==> src/rtl/memory_dp_param_if.sv <==
// Signal bundle for memory_dp_param: write port, read port and clear-engine control.
// Latency: none, wires only.
// Backpressure: none; the memory drops requests while init_busy is high.
interface memory_dp_param_if #(
    parameter int DEPTH = 8,
    parameter int WIDTH = 32
);
    localparam int AW = ($clog2(DEPTH) < 1) ? 1 : $clog2(DEPTH);

    logic               wr_en;
    logic [AW-1:0]      wr_addr;
    logic [WIDTH-1:0]   wr_data;
    logic [WIDTH/8-1:0] wr_be;
    logic               rd_en;
    logic [AW-1:0]      rd_addr;
    logic [WIDTH-1:0]   rd_data;
    logic               rd_valid;
    logic               init_start;
    logic               init_busy;

    modport master (
        output wr_en, wr_addr, wr_data, wr_be, rd_en, rd_addr, init_start,
        input  rd_data, rd_valid, init_busy
    );

    modport slave (
        input  wr_en, wr_addr, wr_data, wr_be, rd_en, rd_addr, init_start,
        output rd_data, rd_valid, init_busy
    );
endinterface

==> src/rtl/memory_dp_param.sv <==
// Simple dual-port flop-array RAM with byte enables, read-during-write policy and a clear engine.
// Latency: writes land at the sampling edge; read data RD_LATENCY (1 or 2) clocks after acceptance.
// Backpressure: none; while init_busy is high, read and write requests are dropped, not stalled.
module memory_dp_param #(
    parameter int DEPTH         = 8,
    parameter int WIDTH         = 32,
    parameter int RD_LATENCY    = 1,
    parameter int RDW_MODE      = 0,
    parameter int INIT_ON_RESET = 1
) (
    input  logic             clk,
    input  logic             rst_n,
    memory_dp_param_if.slave bus
);
    localparam int              AW        = ($clog2(DEPTH) < 1) ? 1 : $clog2(DEPTH);
    localparam int              NB        = WIDTH / 8;
    localparam logic [AW:0]     DEPTH_C   = (AW + 1)'(DEPTH);
    localparam logic [AW-1:0]   LAST_ADDR = AW'(DEPTH - 1);

    if (DEPTH < 2) begin : g_bad_depth
        $fatal(1, "memory_dp_param: DEPTH must be >= 2");
    end
    if (WIDTH < 8 || (WIDTH % 8) != 0) begin : g_bad_width
        $fatal(1, "memory_dp_param: WIDTH must be a non-zero multiple of 8");
    end
    if (RD_LATENCY != 1 && RD_LATENCY != 2) begin : g_bad_latency
        $fatal(1, "memory_dp_param: RD_LATENCY must be 1 or 2");
    end

    typedef enum logic {S_IDLE = 1'b0, S_INIT = 1'b1} state_t;

    state_t           state_q, state_d;
    logic [AW-1:0]    cnt_q, cnt_d;
    logic [WIDTH-1:0] mem [DEPTH];
    logic             idle, wr_acc, rd_acc, rd_in_range;
    logic [WIDTH-1:0] wr_word, rd_word;

    always_ff @(posedge clk or negedge rst_n) begin
        if (!rst_n) begin
            state_q <= (INIT_ON_RESET != 0) ? S_INIT : S_IDLE;
            cnt_q   <= '0;
        end else begin
            state_q <= state_d;
            cnt_q   <= cnt_d;
        end
    end

    always_comb begin
        state_d = state_q;
        cnt_d   = cnt_q;
        case (state_q)
            S_IDLE: begin
                if (bus.init_start) begin
                    state_d = S_INIT;
                    cnt_d   = '0;
                end
            end
            S_INIT: begin
                if (cnt_q == LAST_ADDR) begin
                    state_d = S_IDLE;
                    cnt_d   = '0;
                end else begin
                    cnt_d = cnt_q + AW'(1);
                end
            end
            default: state_d = S_IDLE;
        endcase
    end

    assign idle          = (state_q == S_IDLE);
    assign bus.init_busy = !idle;
    assign wr_acc        = idle && bus.wr_en && ({1'b0, bus.wr_addr} < DEPTH_C);
    assign rd_acc        = idle && bus.rd_en;
    assign rd_in_range   = ({1'b0, bus.rd_addr} < DEPTH_C);

    // Merged word: enabled bytes from wr_data, the rest from the stored word.
    always_comb begin
        wr_word = mem[bus.wr_addr];
        for (int i = 0; i < NB; i++) begin
            if (bus.wr_be[i]) wr_word[8*i +: 8] = bus.wr_data[8*i +: 8];
        end
    end

    always_comb begin
        rd_word = '0;
        if (rd_in_range) begin
            if (RDW_MODE != 0 && wr_acc && bus.wr_addr == bus.rd_addr) begin
                rd_word = wr_word;
            end else begin
                rd_word = mem[bus.rd_addr];
            end
        end
    end

    // The array is deliberately outside rst_n: only the clear engine zeroes it.
    always_ff @(posedge clk) begin
        if (!idle) begin
            mem[cnt_q] <= '0;
        end else if (wr_acc) begin
            mem[bus.wr_addr] <= wr_word;
        end
    end

    logic             s1_vld;
    logic [WIDTH-1:0] s1_dat;

    always_ff @(posedge clk or negedge rst_n) begin
        if (!rst_n) begin
            s1_vld <= 1'b0;
            s1_dat <= '0;
        end else begin
            s1_vld <= rd_acc;
            if (rd_acc) s1_dat <= rd_word;
        end
    end

    if (RD_LATENCY == 2) begin : g_lat2
        logic             s2_vld;
        logic [WIDTH-1:0] s2_dat;

        always_ff @(posedge clk or negedge rst_n) begin
            if (!rst_n) begin
                s2_vld <= 1'b0;
                s2_dat <= '0;
            end else begin
                s2_vld <= s1_vld;
                if (s1_vld) s2_dat <= s1_dat;
            end
        end

        assign bus.rd_valid = s2_vld;
        assign bus.rd_data  = s2_dat;
    end else begin : g_lat1
        assign bus.rd_valid = s1_vld;
        assign bus.rd_data  = s1_dat;
    end
endmodule

==> src/flat_wrapper.sv <==
// flat-port wrapper written by rule: the top's interface ports become plain ports
module memory_dp_param_flat 
#(
    parameter int DEPTH         = 8,
    parameter int WIDTH         = 32,
    parameter int RD_LATENCY    = 1,
    parameter int RDW_MODE      = 0,
    parameter int INIT_ON_RESET = 1
)
  (clk, rst_n, bus_wr_en, bus_wr_addr, bus_wr_data, bus_wr_be, bus_rd_en, bus_rd_addr, bus_init_start, bus_rd_data, bus_rd_valid, bus_init_busy);
  memory_dp_param_if #(.DEPTH(DEPTH), .WIDTH(WIDTH)) bus_i ();
  input  logic clk;
  input  logic rst_n;
  input wire logic [$bits(bus_i.wr_en)-1:0] bus_wr_en;
  input wire logic [$bits(bus_i.wr_addr)-1:0] bus_wr_addr;
  input wire logic [$bits(bus_i.wr_data)-1:0] bus_wr_data;
  input wire logic [$bits(bus_i.wr_be)-1:0] bus_wr_be;
  input wire logic [$bits(bus_i.rd_en)-1:0] bus_rd_en;
  input wire logic [$bits(bus_i.rd_addr)-1:0] bus_rd_addr;
  input wire logic [$bits(bus_i.init_start)-1:0] bus_init_start;
  output wire logic [$bits(bus_i.rd_data)-1:0] bus_rd_data;
  output wire logic [$bits(bus_i.rd_valid)-1:0] bus_rd_valid;
  output wire logic [$bits(bus_i.init_busy)-1:0] bus_init_busy;
  assign bus_i.wr_en = bus_wr_en;
  assign bus_i.wr_addr = bus_wr_addr;
  assign bus_i.wr_data = bus_wr_data;
  assign bus_i.wr_be = bus_wr_be;
  assign bus_i.rd_en = bus_rd_en;
  assign bus_i.rd_addr = bus_rd_addr;
  assign bus_i.init_start = bus_init_start;
  assign bus_rd_data = bus_i.rd_data;
  assign bus_rd_valid = bus_i.rd_valid;
  assign bus_init_busy = bus_i.init_busy;
  memory_dp_param #(.DEPTH(DEPTH), .WIDTH(WIDTH), .RD_LATENCY(RD_LATENCY), .RDW_MODE(RDW_MODE), .INIT_ON_RESET(INIT_ON_RESET)) u_core (.clk(clk), .rst_n(rst_n), .bus(bus_i));
endmodule
==> config.mk <==
export PLATFORM = sky130hd
export DESIGN_NAME = memory_dp_param_flat
export DESIGN_NICKNAME = d
export VERILOG_FILES = /design/src/rtl/memory_dp_param_if.sv /design/src/rtl/memory_dp_param.sv /design/src/flat_wrapper.sv
export SDC_FILE = /design/constraint.sdc
export NUM_CORES = 1
export LEC_CHECK = 0
export CAP_MARGIN = 0
export CORE_MARGIN = 1
export CORE_UTILIZATION = 35
export CTS_CLUSTER_DIAMETER = 150
export DETAILED_ROUTE_END_ITERATION = 12
export GPL_TIMING_DRIVEN = 1
export PLACE_DENSITY = 0.59
export REMOVE_ABC_BUFFERS = 1
export SETUP_SLACK_MARGIN = 0.5
export SLEW_MARGIN = 20
export SYNTH_ARGS = -nofsm -noshare
export SYNTH_HDL_FRONTEND = slang
export SYNTH_SLANG_ARGS = --single-unit
export TNS_END_PERCENT = 50
==> constraint.sdc <==
create_clock -name clk -period 4.2 [get_ports clk]
set_input_delay 0.63 -clock clk [delete_from_list [all_inputs] [get_ports clk]]
set_output_delay 0.63 -clock clk [all_outputs]
set_load 0.005 [all_outputs]
==> flow_summary.ini <==
[synth]
syn_area_per_cell_um2 = 16.6
ys_seq_area_share_pct = 73.1
synth_cells = 709
synth_seq_cells = 293
synth_cell_type_count = 30
synth.cell_area_mm2 = 0.0118
async_flop_share_pct = 12.6
synth_ff_type = edfxtp_1
synth_edf_count = 256
ys_warn_count = 0

[route]
wl_um = 26400
dr_total_vias = 6481
drt_iter0_markers = 449
route.met3.wl_um = 1440
routedWlPerCell_um = 20.8
drc = 0
maxUsedRoutingLayer = met4
drt-met1-wl_um = 12600
wl_met2_um = 12100
via_per_inst = 5.10
antenna_left = 0
drtPass1Iterations = 5

[timing]
setup_tns_ns = 0
worstMarginPinSlew_ns = 1.12
finalSetupViolCount = 0
maxSlewHeadroom_pct = 25.2
maxSlewViolCount = 0
holdWs_ns = 0.197
hold_viol = 0
fin_skew_ns = 0.0124
period_share_pct = 67.9
fmax_ghz = 0.351
rsz0062_at_grt = false
fin_crit_ns = 2.85

[grt]
grt_pass1_vias = 6579
grt_max_degree = 66
grt_antenna_before_repair = 0
track_usage_pct = 15.7
grt_pass1_wl_um = 40200
gr-total-overflow = 0

[final_layout]
regArea_mm2 = 0.00861
area_growth_pct = 19.2
fill_cells = 3026
multi_input_area_mm2 = 0.00293
final_util_pct = 42.7
drive_gt1_share_pct = 17.7
nNetsFinal = 852

[worst_setup_path]
cp.required_ns = 4.35
cp-start-kind = input pin
crit_slowest_cell = a21oi_1
setup.worst_path.end_class = flop
path_buf_inv = 1
reg2reg_to = u_core.mem[2][31]
path_cells = clkdlybuf4s50_1 > nor4_4 > o2111ai_1 > a21oi_1
r2r_slack_ns = 1.42
rr_worst_depth = 3
slowest_delay_ns = 0.94
crit_fanout = 10
critical_path_arrival_ns = 3.00
r2r-start = u_core.bus.init_busy
path_delay_family = compound AO/OA/AOI/OAI gates
path_class = in -> reg

[worst_hold_path]
worstHoldPathType = in -> async

[clock_tree]
clkTransAtPathRegs_ns = 0.06
cts_buffer_depth = 3
clock-sinks = 293
cts_buffers = 30
cts_hold_buf = 0
post_cts_resized = 0
post_cts_buffers = 0
cts_root_buffer = clkbuf_16
cts_tree = yes
clk_latency_ns = 0.55
htree_levels = 1

[die]
coreArea_mm2 = 0.0329
die-width_um = 186
rows = 66
dieArea_mm2 = 0.0344
io_pins = 81
initial_core_util_pct = 35.9
die_h_um = 186

[job]
maxCapViolations = 0

[pwr]
p_leak_uw = 0.00511
peakVddDrop_v = 0.000259
power_density_mw_per_mm2 = 617

[placement]
io_buffers = 80
gp_congestion = 0.859
hpwl_um = 16300

[run_status]
status = complete, no violations
[cell usage in the layout, fill, tap and decap left out, types with 2 or more instances in the layout]
master	Yosys	routed
a22o_1	32	32
clkbuf_8	0	3
mux2i_1	64	64
nand2_1	37	37
clkdlybuf4s50_1	0	78
inv_1	5	5
buf_4	11	24
and3_1	33	33
nand2b_1	5	4
mux2_2	64	64
nand4_1	3	3
or4_4	3	3
clkinv_2	0	8
clkbuf_16	0	31
nor2b_1	4	2
edfxtp_1	256	256
nor2_1	4	3
nand4b_1	2	2
o31ai_1	34	34
a21oi_1	36	33
a21oi_2	0	3
o2111ai_1	6	6
ha_1	2	2
dfrtp_1	36	36
o211ai_1	2	2
clkbuf_1	23	12
o22ai_1	33	33
[cell type report]
class / instances / area share [%]
repair buffers: 105 / 7.10
multi-input cells: 368 / 20.8
clock buffers: 46 / 6.14
diodes: 1 / 0.0178
inverters: 5 / 0.134
clock inverters: 10 / 0.525
well taps: 442 / 3.94
flip-flops and latches: 293 / 61.3
[per-stage QoR]
stage	worst slack (ns)	cell area, um2	std cells	total power, uW
after floorplan	1.44	11500	666	5260
after CTS	1.37	14000	1269	8760
after global placement	0.815	13100	1213	6200
final	1.35	14000	1270	8670
after global routing	1.25	14000	1269	9090
after detailed placement	0.804	13100	1213	6250
[sequential cells by signal, summed over array words and instances, names as in the netlist]
name and flops:
u_core.bus.init_busy 1, u_core.mem 256, u_core.bus.rd_data 32, u_core.bus.rd_valid 1
u_core.cnt_q 3
[cell usage after synthesis, drive strengths merged, types with 2 or more instances]
library cell	instances	area (um2)
mux2	64	721
inv	5	18.8
o211ai	2	15.0
or4	3	33.8
and3	33	206
o31ai	34	255
mux2i	64	641
nand4	3	18.8
o2111ai	6	52.6
clkbuf	23	86.3
nor2b	4	25.0
buf	20	170
edfxtp	256	7690
ha	2	25.0
dfrtp	36	901
nand2b	5	31.3
nand4b	2	17.5
nor2	4	15.0
a21oi	36	180
nand2	37	139
o22ai	33	206
a22o	32	280
[cell families after synthesis]
logic type	Yosys count	synth area share, %
buffers and inverters	48	2.33
muxes	128	11.5
DFF	293	73.1
AOI/OAI and AO/OA	144	8.44
and+or+nand+nor	94	4.41
adders and majority gates	2	0.212
[power by group]
group / switching, uW / leakage [uW] / total [uW] / internal (uW)
sequential: 264 / 0.00286 / 4370 / 4100
clock: 1040 / 0.000465 / 2510 / 1470
combinational: 1040 / 0.00178 / 1800 / 760
total: 2340 / 0.00511 / 8670 / 6330
[worst max path at each step]
| stage | slack [ns] | from | depth (start not counted) | end |
|---|---|---|---|---|
| after floorplan | 1.44 | bus_wr_en | 3 | u_core.mem[4][0] |
| after global placement | 0.81 | bus_wr_be[0] | 4 | u_core.mem[2][15] |
| after detailed placement | 0.80 | bus_wr_be[0] | 4 | u_core.mem[2][22] |
| after CTS | 1.37 | bus_wr_be[0] | 4 | u_core.mem[2][18] |
| after global routing | 1.25 | bus_wr_be[0] | 4 | u_core.mem[2][17] |
| final | 1.35 | bus_wr_be[0] | 4 | u_core.mem[2][31] |
[worst register-to-register path, stage by stage (launching register included)]
cell and delay, ns:
dfstp_2 0.78, nand2b_1 0.37, o2111ai_1 0.29, a21oi_1 0.94
[layer usage]
layer / vias up / global-route usage (%)
met5: - / 0
met4: 0 / 2.75
met3: 21 / 3.15
met2: 164 / 24.6
met1: 3277 / 22.8
li1: 3019 / -
No activity file was read; power rests on OpenSTA's default activity.
